`config.mk`:
```
export PLATFORM = sky130hd
export DESIGN_NAME = keypad_scan
export DESIGN_NICKNAME = d
export VERILOG_FILES = /design/src/rtl/keypad_scan_pkg.sv /design/src/rtl/keypad_scan_key_buf.sv /design/src/rtl/keypad_scan.sv
export SDC_FILE = /design/constraint.sdc
export NUM_CORES = 1
export LEC_CHECK = 0
export ABC_AREA = 1
export BUFFER_PORTS_ARGS = -buffer_cell sky130_fd_sc_hd__buf_2
export CAP_MARGIN = 20
export CORE_ASPECT_RATIO = 0.8
export CORE_MARGIN = 5
export CORE_UTILIZATION = 30
export DETAILED_ROUTE_END_ITERATION = 6
export MAX_ROUTING_LAYER = met4
export PLACE_DENSITY = 0.51
export SYNTH_ARGS = -nofsm -noshare
export SYNTH_HDL_FRONTEND = slang
export SYNTH_SLANG_ARGS = --single-unit
```
`constraint.sdc`:
```
create_clock -name led_clk -period 2.65 [get_ports led_clk]
set_input_delay 0.795 -clock led_clk [delete_from_list [all_inputs] [get_ports led_clk]]
set_output_delay 0.795 -clock led_clk [all_outputs]
set_load 0.02 [all_outputs]
```
`src/rtl/keypad_scan_pkg.sv`:
```
// Shared types and helpers for the 4x4 keypad scanner.
// Holds the scan state encoding and one-hot decode helpers used by the scanner and its key buffer.
package keypad_scan_pkg;

  localparam int KEY_W = 4;

  typedef enum logic [1:0] {
    SCAN     = 2'd0,
    DEBOUNCE = 2'd1,
    PRESSED  = 2'd2,
    RELEASE  = 2'd3
  } scan_state_e;

  // Highest set bit wins, but callers only pass one-hot values.
  function automatic logic [1:0] onehot4_to_idx(input logic [3:0] oh);
    logic [1:0] idx;
    idx = 2'd0;
    for (int i = 0; i < 4; i++) begin
      if (oh[i]) idx = 2'(i);
    end
    return idx;
  endfunction

  function automatic logic is_onehot4(input logic [3:0] v);
    return (v != 4'd0) && ((v & (v - 4'd1)) == 4'd0);
  endfunction

endpackage

```
`src/rtl/keypad_scan_key_buf.sv`:
```
// One-entry key buffer with valid/ack handshake and a sticky overrun flag.
module keypad_scan_key_buf
  import keypad_scan_pkg::*;
(
  input  logic             led_clk,
  input  logic             rstn,
  input  logic             key_event,
  input  logic [KEY_W-1:0] event_code,
  input  logic             key_ack,
  input  logic             overrun_clr,
  output logic [KEY_W-1:0] key_code,
  output logic             key_valid,
  output logic             overrun
);

  logic [KEY_W-1:0] key_code_q, key_code_d;
  logic             key_valid_q, key_valid_d;
  logic             overrun_q, overrun_d;

  // An ack on the same edge as a new event frees the slot for that event; set beats clear on overrun.
  always_comb begin
    key_code_d  = key_code_q;
    key_valid_d = key_valid_q;
    overrun_d   = overrun_q;
    if (overrun_clr) overrun_d = 1'b0;
    if (key_event) begin
      if (!key_valid_q || key_ack) begin
        key_code_d  = event_code;
        key_valid_d = 1'b1;
      end else begin
        overrun_d = 1'b1;
      end
    end else if (key_ack && key_valid_q) begin
      key_valid_d = 1'b0;
    end
  end

  always_ff @(posedge led_clk or negedge rstn) begin
    if (!rstn) begin
      key_code_q  <= '0;
      key_valid_q <= 1'b0;
      overrun_q   <= 1'b0;
    end else begin
      key_code_q  <= key_code_d;
      key_valid_q <= key_valid_d;
      overrun_q   <= overrun_d;
    end
  end

  assign key_code  = key_code_q;
  assign key_valid = key_valid_q;
  assign overrun   = overrun_q;

endmodule

```
`src/rtl/keypad_scan.sv`:
```
// 4x4 matrix keypad scanner: strobes rows, synchronises and debounces columns,
// and hands decoded keys to a one-entry buffer.
module keypad_scan
  import keypad_scan_pkg::*;
#(
  parameter int ROW_DWELL      = 4,
  parameter int DEBOUNCE_SCANS = 3
) (
  input  logic       led_clk,
  input  logic       rstn,
  input  logic [3:0] col_in,
  input  logic       key_ack,
  input  logic       overrun_clr,
  output logic [3:0] row_out,
  output logic [3:0] key_code,
  output logic       key_valid,
  output logic       key_down,
  output logic       overrun
);

  localparam int DWELL_W = $clog2(ROW_DWELL);
  localparam int DEB_W   = $clog2(DEBOUNCE_SCANS + 1);
  localparam logic [DWELL_W-1:0] DWELL_LAST = DWELL_W'(ROW_DWELL - 1);
  localparam logic [DEB_W-1:0]   DEB_MAX    = DEB_W'(DEBOUNCE_SCANS);

  logic [3:0]         col_meta_q, col_s_q;
  logic [DWELL_W-1:0] dwell_q, dwell_d;
  logic [3:0]         row_q, row_d;
  scan_state_e        state_q, state_d;
  logic [3:0]         cap_col_q, cap_col_d;
  logic [DEB_W-1:0]   deb_cnt_q, deb_cnt_d;
  logic               key_down_q, key_down_d;

  logic               sample;
  logic [DEB_W-1:0]   deb_inc;
  logic [3:0]         row_adv;
  logic               key_event;
  logic [KEY_W-1:0]   event_code;

  always_comb begin
    sample     = (dwell_q == DWELL_LAST);
    dwell_d    = sample ? '0 : dwell_q + DWELL_W'(1);
    deb_inc    = (deb_cnt_q == DEB_MAX) ? deb_cnt_q : deb_cnt_q + DEB_W'(1);
    row_adv    = {row_q[2:0], row_q[3]};
    event_code = {onehot4_to_idx(row_q), onehot4_to_idx(cap_col_q)};

    state_d   = state_q;
    row_d     = row_q;
    cap_col_d = cap_col_q;
    deb_cnt_d = deb_cnt_q;
    key_event = 1'b0;

    // The row stays frozen while a candidate key is being debounced, held or released.
    if (sample) begin
      case (state_q)
        SCAN: begin
          if (is_onehot4(col_s_q)) begin
            cap_col_d = col_s_q;
            deb_cnt_d = DEB_W'(1);
            state_d   = DEBOUNCE;
          end else begin
            row_d = row_adv;
          end
        end
        DEBOUNCE: begin
          if (col_s_q == cap_col_q) begin
            deb_cnt_d = deb_inc;
            if (deb_inc == DEB_MAX) begin
              state_d   = PRESSED;
              key_event = 1'b1;
            end
          end else begin
            state_d = SCAN;
            row_d   = row_adv;
          end
        end
        PRESSED: begin
          if (col_s_q == 4'd0) begin
            deb_cnt_d = DEB_W'(1);
            state_d   = RELEASE;
          end
        end
        RELEASE: begin
          if (col_s_q == 4'd0) begin
            deb_cnt_d = deb_inc;
            if (deb_inc == DEB_MAX) begin
              state_d = SCAN;
              row_d   = row_adv;
            end
          end else begin
            state_d = PRESSED;
          end
        end
      endcase
    end

    key_down_d = (state_d == PRESSED) || (state_d == RELEASE);
  end

  always_ff @(posedge led_clk or negedge rstn) begin
    if (!rstn) begin
      col_meta_q <= '0;
      col_s_q    <= '0;
      dwell_q    <= '0;
      row_q      <= 4'b0001;
      state_q    <= SCAN;
      cap_col_q  <= '0;
      deb_cnt_q  <= '0;
      key_down_q <= 1'b0;
    end else begin
      col_meta_q <= col_in;
      col_s_q    <= col_meta_q;
      dwell_q    <= dwell_d;
      row_q      <= row_d;
      state_q    <= state_d;
      cap_col_q  <= cap_col_d;
      deb_cnt_q  <= deb_cnt_d;
      key_down_q <= key_down_d;
    end
  end

  keypad_scan_key_buf u_key_buf (
    .led_clk     (led_clk),
    .rstn        (rstn),
    .key_event   (key_event),
    .event_code  (event_code),
    .key_ack     (key_ack),
    .overrun_clr (overrun_clr),
    .key_code    (key_code),
    .key_valid   (key_valid),
    .overrun     (overrun)
  );

  assign row_out  = row_q;
  assign key_down = key_down_q;

endmodule
```
==> metrics.md <==
| Metric | Value |
|---|---|
| Syn_nets | 161 |
| Post-synth ARST share | 100% |
| PD cells | 748 mW/mm2 |
| Largest net degree at the start of global routing | 30 |
| Setup_tns | 0 ps |
| Hpwl dp | 1820 um |
| # H-tree levels | 2 |
| Vias in the first global route | 1,032 |
| Initial antenna violation count | 0 |
| RSZ-0062 raised after global routing | no |
| PortBufs | 18 |
| Post-synthesis sequential area ratio | 56.9% |
| Fmax | 567 MHz |
| Slowest-stage cell, CP | dfstp_2 |
| Syn avg cell area | 8.40 um2 |
| Crit path max fanout | 3 |
| R2r setup slk | 1160 ps |
| Mapped Area | 0.00128 mm2 |
| Pre-CTS WS | 1040 ps |
| # resized after CTS | 0 |
| Max-slew violations | 0 |
| Worst EP arrival | 970 ps |
| Layout Nets | 185 |
| Register area | 727 um2 |
| Via/cell ratio | 4.33 |
| TritonCTS Buffers | 5 |
| R2r startpoint | dwell_q[0] |
| Worst Skew | 2.17 ps |
| Filler cell count | 452 |
| Endpoints failing hold | 0 |
| Yosys top cell by area | dfrtp_1 |
| Startpoint types | register |
| Gr usage total | 10.5% |
| Hold crit path type | reg2reg |
| Yosys reg bits | 29 |
| End of the critical path | row_out[0] |
| Worst Max-Slew Pin Slew | 623 ps |
| Synth top area cells | dfrtp_1 (55%), nand2_1 (17%), inv_1 (5.0%) |
| CORE AREA | 0.00415 mm2 |
| CP Class | reg2out |
| Post-route ant nets | 0 |
| GR Layer Usage met3 | 4.33% |
| Crit path depth | 1 |
| Max_cap viols | 0 |
| # setup viols final | 0 |
| Slew margin rel. | 58.4% |
| Die Height | 68.4 um |
| Buf/Inv on CP | 1 |
| Footprint of the multi-input gates | 470 um2 |
| WL final | 2430 um |
| Clk_lat worst skew | 270 ps |
| GP Congestion | 0.864 |
| Status | finished, final reports clean |
| Final Critical Period | 1760 ps |
| Diode count | 0 |
| M2 GR Usage | 16.8% |
| DRT iter0 DRCs | 77 |
| Clock root cell | clkbuf_8 |
| Syn. warnings | 0 |
| Die Area | 0.00567 mm2 |
| CTS tree | done |
| Crit-path max cell delay | 540 ps |
| # hold bufs at CTS | 0 |
| Site Rows | 21 |
| Crit path capture type | output port |
| Die W | 83.0 um |
| Peak supply drop | 360 uV |
| Data required, critical path | 1860 ps |
| Clock Sinks | 29 |
| Top cell type's share of synthesized area | 54.8% |
| Most used flip-flop cell after synthesis | dfrtp_1 |
| Worst-path clk slew | 60 ps |
| Ports | 19 |
| Period utilization | 66.5% |
| RR Endpoint | deb_cnt_q[0] |
| Critical Path Source | row_out[0] |
| Residual DRC | 0 |
| Most frequent cell after synthesis | nand2_1 |
| Reg2reg path depth | 6 |
| Commonest cells post-synth | nand2_1 (58), dfrtp_1 (28), inv_1 (17) |
| Delay-heaviest family, CP | flip-flops |
| Area grow syn2layout | 18.5% |
| TritonRoute pass-1 iters | 4 |
| Clock Path Buffers | 2 |
| P_leak | 0.810 nW |
| Met1 Track Usage GR | 11.4% |
| Slack of the critical path | 887 ps |
| Synthesized instance count | 152 |
| Global-route wire length before repair | 4420 um |
| Initial Util | 30.8% |
| Critical-path cell list | buf_2 |
| Synth unique cells | 19 |
| # Post-CTS Setup Buffers | 0 |
| Routed len/inst | 10.4 um |
| Remaining global-route overflow | 0 |
| Layout cell share with drive strength beyond 1 | 20.9% |
| Post-synth EDFFs | 0 |
| GR peak layer | met2 |
| Vias | 1,014 |
| Worst Hold Depth | 0 |
==> flip-flops by register name (all words and copies together), names as in the netlist <==
| name | flops |
|---|---|
| state_q | 2 |
| dwell_q | 2 |
| key_down | 1 |
| u_key_buf.key_code | 4 |
| deb_cnt_q | 2 |
| cap_col_q | 4 |
| col_s_q | 4 |
| row_out | 4 |
| u_key_buf.overrun | 1 |
| col_meta_q | 4 |
| u_key_buf.key_valid | 1 |
==> cells by family (layout without fill, tap and decap cells) <==
| kind of cell | Yosys count | after routing | synth area share, % |
|---|---|---|---|
| adders and majority gates | 1 | 1 | 0.979 |
| and+or+nand+nor | 85 | 85 | 29.0 |
| AOI/OAI and AO/OA | 16 | 16 | 6.86 |
| DFF | 29 | 29 | 56.9 |
| buffers and inverters | 21 | 46 | 6.27 |
==> final cells by class <==
type | instances | area share (%)
clock buffer | 8 | 5.29
inverter | 20 | 4.96
multi-input combinational | 102 | 31.1
sequential | 29 | 48.0
tap | 57 | 4.71
timing repair buffer | 18 | 5.95
==> worst register-to-register path, delay by kind of cell (launching register included) <==
kind / cells / cell delay (ps)
AO/OA/AOI/OAI: 2 / 230
adder cells (fa/ha/maj): 1 / 400
buffers and inverters: 1 / 180
flip-flops: 1 / 350
AND/OR/NAND/NOR: 2 / 230
==> power by group <==
group	switching [mW]	internal, mW	leakage, nW
combinational	0.161	0.0799	0.405
clock	0.151	0.186	0.0395
sequential	0.0495	0.505	0.366
==> worst min path at each step <==
stage | start | endpoint | slack [ps]
final | col_meta_q[0] | col_s_q[0] | 350
after global routing | col_meta_q[3] | col_s_q[3] | 360
after CTS | col_meta_q[0] | col_s_q[0] | 350
after detailed placement | col_meta_q[0] | col_s_q[0] | 340
after global placement | col_meta_q[0] | col_s_q[0] | 330
after floorplan | col_meta_q[0] | col_s_q[0] | 330
==> layout by cell type, fill, tap and decap left out <==
cell type  Yosys  routed
a21oi_1        4       4
o21ai_0        6       6
ha_1           1       1
nand4_1        7       7
inv_1         17      17
nor2_4         1       1
a21oi_2        1       1
nor2_1         8       8
nand3_2        1       1
inv_2          3       3
nand2_2        2       2
clkbuf_8       0       5
nor2_2         4       4
dfstp_2        1       1
buf_2          1      18
nand2_1       58      58
nand3_1        4       4
o21ai_2        1       1
o21ai_1        4       4
clkbuf_1       0       3
dfrtp_1       28      28
==> through the flow <==
| stage | area (um2) | std cells | hold WS, ps | util (%) | power (mW) |
|---|---|---|---|---|---|
| floorplan | 1280 | 152 | 331 | - | 0.731 |
| global placement | 1430 | 226 | 333 | 34.5 | 0.794 |
| detailed placement | 1430 | 226 | 338 | 34.5 | 0.801 |
| CTS | 1510 | 234 | 351 | 36.5 | 1.15 |
| global route | 1510 | 234 | 361 | 36.5 | 1.21 |
| finish | 1510 | 234 | 348 | 36.5 | 1.13 |
==> metal layers <==
layer  part of all wire (%)  up-vias
met3                    7.2        5
met1                     50      464
li1                       -      521
met4                    1.5        0
met2                     42       24
met5                      0        -
Note: power is estimated with default switching activity, not from simulation.
